[src/rtl/stage_fetch.sv]
`timescale 1ns/1ps
// ----------------------------------------------------------------------------
// stage_fetch
//
// Instruction-fetch stage of the 5-stage core. It owns the PC register,
// talks to a variable-latency instruction memory through a request/ready
// handshake, and produces the IF/ID pipeline register read by decode.
//
// Ports
//   clk           core clock, all state changes on the rising edge
//   rst           synchronous active-high reset
//   de_stall      hazard unit: hold IF/ID and PC
//   de_clear      hazard unit: flush IF/ID to NOP
//   ex_pc_src     execute stage: branch/jump redirect taken this cycle
//   ex_pc_target  redirect target (low two bits are ignored)
//   imem_req      instruction read request
//   imem_addr     word-aligned read address, stable until imem_ready
//   imem_ready    memory completes the request this cycle
//   imem_rdata    instruction word, valid with imem_ready
//   de_instr      IF/ID: instruction
//   de_pc         IF/ID: PC of de_instr
//   de_pc_plus4   IF/ID: de_pc + 4
//
// States
//   FETCH    a request for pc is outstanding
//   HOLD     the word arrived while decode was stalled/cleared; it is kept
//            in the hold buffer and no request is issued
//   DISCARD  a redirect happened while a request was in flight; the memory
//            cannot abort it, so the old address stays on the bus and the
//            returning word is thrown away
// ----------------------------------------------------------------------------
module stage_fetch #(
   parameter logic [31:0] RESET_PC  = 32'h0000_0000,
   parameter logic [31:0] NOP_INSTR = 32'h0000_0000
) (
   input  logic        clk,
   input  logic        rst,
   input  logic        de_stall,
   input  logic        de_clear,
   input  logic        ex_pc_src,
   input  logic [31:0] ex_pc_target,
   output logic        imem_req,
   output logic [31:0] imem_addr,
   input  logic        imem_ready,
   input  logic [31:0] imem_rdata,
   output logic [31:0] de_instr,
   output logic [31:0] de_pc,
   output logic [31:0] de_pc_plus4
);

   typedef enum logic [1:0] {
      S_FETCH   = 2'd0,
      S_HOLD    = 2'd1,
      S_DISCARD = 2'd2
   } state_t;

   localparam logic [31:0] ALIGN_MASK = 32'hFFFF_FFFC;

   state_t      state_reg;
   logic [31:0] pc_reg;
   logic [31:0] discard_addr_reg;   // address of the in-flight stale request
   logic [31:0] hold_buf_reg;       // word captured while decode was blocked
   logic [31:0] de_instr_reg;
   logic [31:0] de_pc_reg;
   logic [31:0] de_pc_plus4_reg;

   logic [31:0] pc_plus4;
   logic [31:0] redirect_pc;
   logic        decode_blocked;

   // Wraps naturally modulo 2^32.
   assign pc_plus4    = pc_reg + 32'd4;
   assign redirect_pc = ex_pc_target & ALIGN_MASK;

   // Either hazard signal keeps the fetch side from advancing; de_clear
   // additionally forces a NOP into IF/ID.
   assign decode_blocked = de_stall | de_clear;

   // The request is suppressed combinationally during reset so that no
   // read is issued in a cycle where rst is high, even mid-request.
   assign imem_req  = ~rst & (state_reg != S_HOLD);
   assign imem_addr = (state_reg == S_DISCARD) ? discard_addr_reg : pc_reg;

   assign de_instr    = de_instr_reg;
   assign de_pc       = de_pc_reg;
   assign de_pc_plus4 = de_pc_plus4_reg;

   always_ff @(posedge clk) begin
      if (rst) begin
         state_reg        <= S_FETCH;
         pc_reg           <= RESET_PC & ALIGN_MASK;
         discard_addr_reg <= 32'd0;
         hold_buf_reg     <= 32'd0;
         de_instr_reg     <= NOP_INSTR;
         de_pc_reg        <= 32'd0;
         de_pc_plus4_reg  <= 32'd0;
      end else begin
         case (state_reg)
            S_FETCH: begin
               if (ex_pc_src) begin
                  pc_reg          <= redirect_pc;
                  de_instr_reg    <= NOP_INSTR;
                  de_pc_reg       <= 32'd0;
                  de_pc_plus4_reg <= 32'd0;
                  // A completed word is simply dropped; an unfinished
                  // request must be allowed to drain at its old address.
                  if (!imem_ready) begin
                     discard_addr_reg <= pc_reg;
                     state_reg        <= S_DISCARD;
                  end
               end else if (imem_ready) begin
                  if (decode_blocked) begin
                     hold_buf_reg <= imem_rdata;
                     state_reg    <= S_HOLD;
                     if (de_clear) begin
                        de_instr_reg <= NOP_INSTR;
                     end
                  end else begin
                     de_instr_reg    <= imem_rdata;
                     de_pc_reg       <= pc_reg;
                     de_pc_plus4_reg <= pc_plus4;
                     pc_reg          <= pc_plus4;
                  end
               end else begin
                  // Memory is slow: bubble into decode unless decode holds.
                  // The pc fields are left as they were.
                  if (de_clear || !de_stall) begin
                     de_instr_reg <= NOP_INSTR;
                  end
               end
            end

            S_HOLD: begin
               if (ex_pc_src) begin
                  pc_reg          <= redirect_pc;
                  de_instr_reg    <= NOP_INSTR;
                  de_pc_reg       <= 32'd0;
                  de_pc_plus4_reg <= 32'd0;
                  state_reg       <= S_FETCH;
               end else if (de_clear) begin
                  // The buffered word is the next instruction, not the one
                  // being flushed, so it is kept.
                  de_instr_reg <= NOP_INSTR;
               end else if (!de_stall) begin
                  de_instr_reg    <= hold_buf_reg;
                  de_pc_reg       <= pc_reg;
                  de_pc_plus4_reg <= pc_plus4;
                  pc_reg          <= pc_plus4;
                  state_reg       <= S_FETCH;
               end
            end

            S_DISCARD: begin
               // IF/ID already holds the redirect NOP and stays that way.
               if (ex_pc_src) begin
                  pc_reg          <= redirect_pc;
                  de_instr_reg    <= NOP_INSTR;
                  de_pc_reg       <= 32'd0;
                  de_pc_plus4_reg <= 32'd0;
               end
               // Once the stale request completes, the next request goes
               // out at pc (the newest redirect target). This also covers a
               // second redirect landing in the completion cycle.
               if (imem_ready) begin
                  state_reg <= S_FETCH;
               end
            end

            default: begin
               state_reg <= S_FETCH;
            end
         endcase
      end
   end

endmodule
[config.mk]
export PLATFORM = sky130hd
export DESIGN_NAME = stage_fetch
export DESIGN_NICKNAME = d
export VERILOG_FILES = /design/src/rtl/stage_fetch.sv
export SDC_FILE = /design/constraint.sdc
export NUM_CORES = 1
export LEC_CHECK = 0
export ABC_AREA = 0
export CAP_MARGIN = 20
export CORE_MARGIN = 8
export CORE_UTILIZATION = 35
export DETAILED_ROUTE_END_ITERATION = 10
export MAX_ROUTING_LAYER = met4
export PLACE_DENSITY = 0.67
export SYNTH_ARGS = -nofsm -noshare
export SYNTH_HDL_FRONTEND = slang
export SYNTH_SLANG_ARGS = --single-unit
[constraint.sdc]
create_clock -name clk -period 2.35 [get_ports clk]
set_input_delay 0.3525 -clock clk [delete_from_list [all_inputs] [get_ports clk]]
set_output_delay 0.3525 -clock clk [all_outputs]
set_load 0.01 [all_outputs]
==> flow_summary.yaml <==
clock_tree:
  clkTransAtPathRegs_ns: 0.08
  cts_htree_levels: 4
  tritoncts: "built"
  clk_latency_ns: 0.44
  clock-sinks: 187
  cts_buffers: 17
  cts.path.max_buffers: 2
  cts_root_buffer: "clkbuf_16"
power_and_ir_drop:
  power.leakage_nw: 4.288
  ir_drop_v: 0.0004156
  p_per_area_mw_per_mm2: 697.4
logic_synthesis:
  synth_warnings: 0
  synth_flop_cell: "dfxtp_1"
  ys_ff_latch: 187
  async_flop_share: 0
  syn_area_mm2: 0.008457
  post_synth.cell_area_avg_um2: 8.124
  synth_edf_count: 0
  syn_inst: 1041
  yosysUniqueCellTypes: 59
  yosysSeqAreaShare: 0.4427
worst_setup_path:
  start_kind: "flip-flop"
  end_kind: "output port"
  critPathTopFamily: "buffers and inverters"
  path_buf_inv: 2
  cp_data_required_time_ns: 2.00
  crit_chain: "inv_1 -> ha_1 -> nor2_1 -> clkdlybuf4s50_1"
  cp.depth: 4
  path_class: "flip-flop to output port"
  arrival_ns: 1.93
  cp_slowest_cell: "clkdlybuf4s50_1"
  worst-path-max-fanout: 5
  reg2reg_depth: 10
  max_stage_delay_ns: 0.61
routing:
  drt_iter0_drc: 688
  wl_per_cell_um: 17.54
  vias_per_cell: 5.201
  first_pass_iters: 7
  drc: 0
  drt_wl_total_um: 27180
  vias: 8061
  postRouteAntennaNets: 0
grt:
  antenna_found_initial: 2
  grt_overflow_total: 0
  grt_first_pass_wirelength_um: 42500
  gr-usage-all-layers: 0.1862
  grt_max_degree: 97
  grt_pass1_vias: 7753
sta:
  hold_viol_final: 0
  grt_setup_unrepaired: "false"
  worst_pin_slew_ns: 0.6775
  timing.fmax_mhz: 438.9
  maxSlewHeadroom: 0.5483
  finalSetupViolCount: 0
  post-route-min-period_ns: 2.278
  setup_tns_ns: 0
  fin_worst_skew_ns: 0.01391
  period_share: 0.9695
  timing.final.max_slew_violations: 0
die:
  initial_core_util: 0.3519
  die_h_um: 171.4
  die_x_um: 171.4
  core_area_mm2: 0.02403
  pin_count: 199
  die_area_mm2: 0.02939
  rows: 57
cells_and_area:
  drive_above_1_share: 0.1177
  fin_cells: 1550
  syn_to_final_growth_pct: 37.95
  num-nets-final: 1286
  final_cell_mix: "209 x nand2_1, 186 x dfxtp_1, 163 x clkdlybuf4s50_1"
  nFillCells: 2297
  final_common_cell: "nand2_1"
placed_design:
  dp_hpwl_um: 18450
  io_buffers: 194
  gp_congestion: 0.8292
  dp_cells: 1514
flow_run:
  drv_cap: 0
run_status:
  status: "complete, no violations"
worst_hold_path:
  whs_path_depth: 2
  hold_class: "input pin to flip-flop"
[cells by family after synthesis]
logic type | share of synthesized area
and+or+nand+nor | 0.2133
AOI/OAI and AO/OA | 0.2129
DFF | 0.4427
buffers and inverters | 0.05992
xor gates and xnor gates | 0.02796
muxes | 0.03536
adders and majority gates | 0.007398
other | 0.0004434
[routing by layer]
| layer | track usage | routed length, um |
|---|---|---|
| met2 | 0.2913 | 12850 |
| met3 | 0.03649 | 1572 |
| met5 | - | 0 |
| met4 | 0.06843 | 690 |
| met1 | 0.2357 | 12070 |
[report_power, final]
part / total, mW / switching [mW] / internal (mW)
sequential: 3.50 / 0.145 / 3.36
clock: 2.88 / 1.38 / 1.50
combinational: 1.75 / 0.950 / 0.802
total: 8.14 / 2.47 / 5.66
[per-stage QoR]
step                      hold WS [ns]  instance area, um^2  worst slack [ns]  utilization  power [mW]
after floorplan                 0.4329                 8461            0.3247            -       4.459
after global placement          0.4380                11030            0.1158       0.4588       5.307
after detailed placement        0.4449                11030            0.1007       0.4588       5.329
after CTS                       0.2341                11580           -0.1880       0.4819       8.173
after global routing            0.2311                11660          0.002226       0.4853       8.522
final                           0.2416                11670           0.07157       0.4854       8.136
[area by class of cell]
type	count	area, um^2	area share
tap	324	405.4	0.03475
timing repair buffer	254	2608	0.2235
antenna	3	7.507	0.0006435
sequential	187	3745	0.3210
clock inverter	14	151.4	0.01298
inverter	14	52.55	0.004505
multi-input combinational	737	4272	0.3662
clock buffer	17	425.4	0.03647
[path summary, 6_finish.rpt]
| kind | startpoint | endpoint | slack, ns |
|---|---|---|---|
| setup / recovery | state_reg[1]$_SDFFE_PP0P_ | imem_req | 0.07 |
| hold / removal | rst | pc_reg[28]$_SDFFE_PP0P_ | 0.24 |
| setup reg to reg | state_reg[0]$_SDFFE_PP0P_ | pc_reg[29]$_SDFFE_PP0P_ | 0.15 |
| hold reg to reg | de_pc[26]$_SDFFE_PP0P_ | de_pc[26]$_SDFFE_PP0P_ | 0.45 |
[cells in the mapped netlist (all sizes together) (6+ instances only)]
master   count  area share
a211oi      32       0.028
a21o         6      0.0053
a21oi      124       0.074
a22oi       37       0.033
a31oi        8      0.0059
and3         6      0.0044
buf         35       0.023
clkbuf      69       0.031
dfxtp      187        0.44
inv         14      0.0062
mux2        23       0.031
nand2      211       0.094
nand3       52       0.031
nand4       16       0.016
nor2        65       0.029
nor3        10      0.0077
o21ai       26       0.015
o2bb2ai     20       0.021
o32ai        6      0.0062
xnor2       12       0.012
xor2        15       0.016
[worst reg2reg max path, delay by kind of cell, from the launching register on]
kind / cells / cell delay, ns
adder cells (fa/ha/maj): 1 / 0.19
AO/OA/AOI/OAI: 1 / 0.17
buffers and inverters: 4 / 0.61
flip-flops: 1 / 0.36
AND/OR/NAND/NOR: 4 / 0.81
[timing repair]
item / 4_1_cts / 5_1_grt
gates resized for setup: 26 / 16
gates cloned: 0 / 1
endpoints found under the setup margin: 30 / 32
buffers inserted: 0 / 1
hold buffers: 0 / 0
Power figures use the tool's default switching activity.
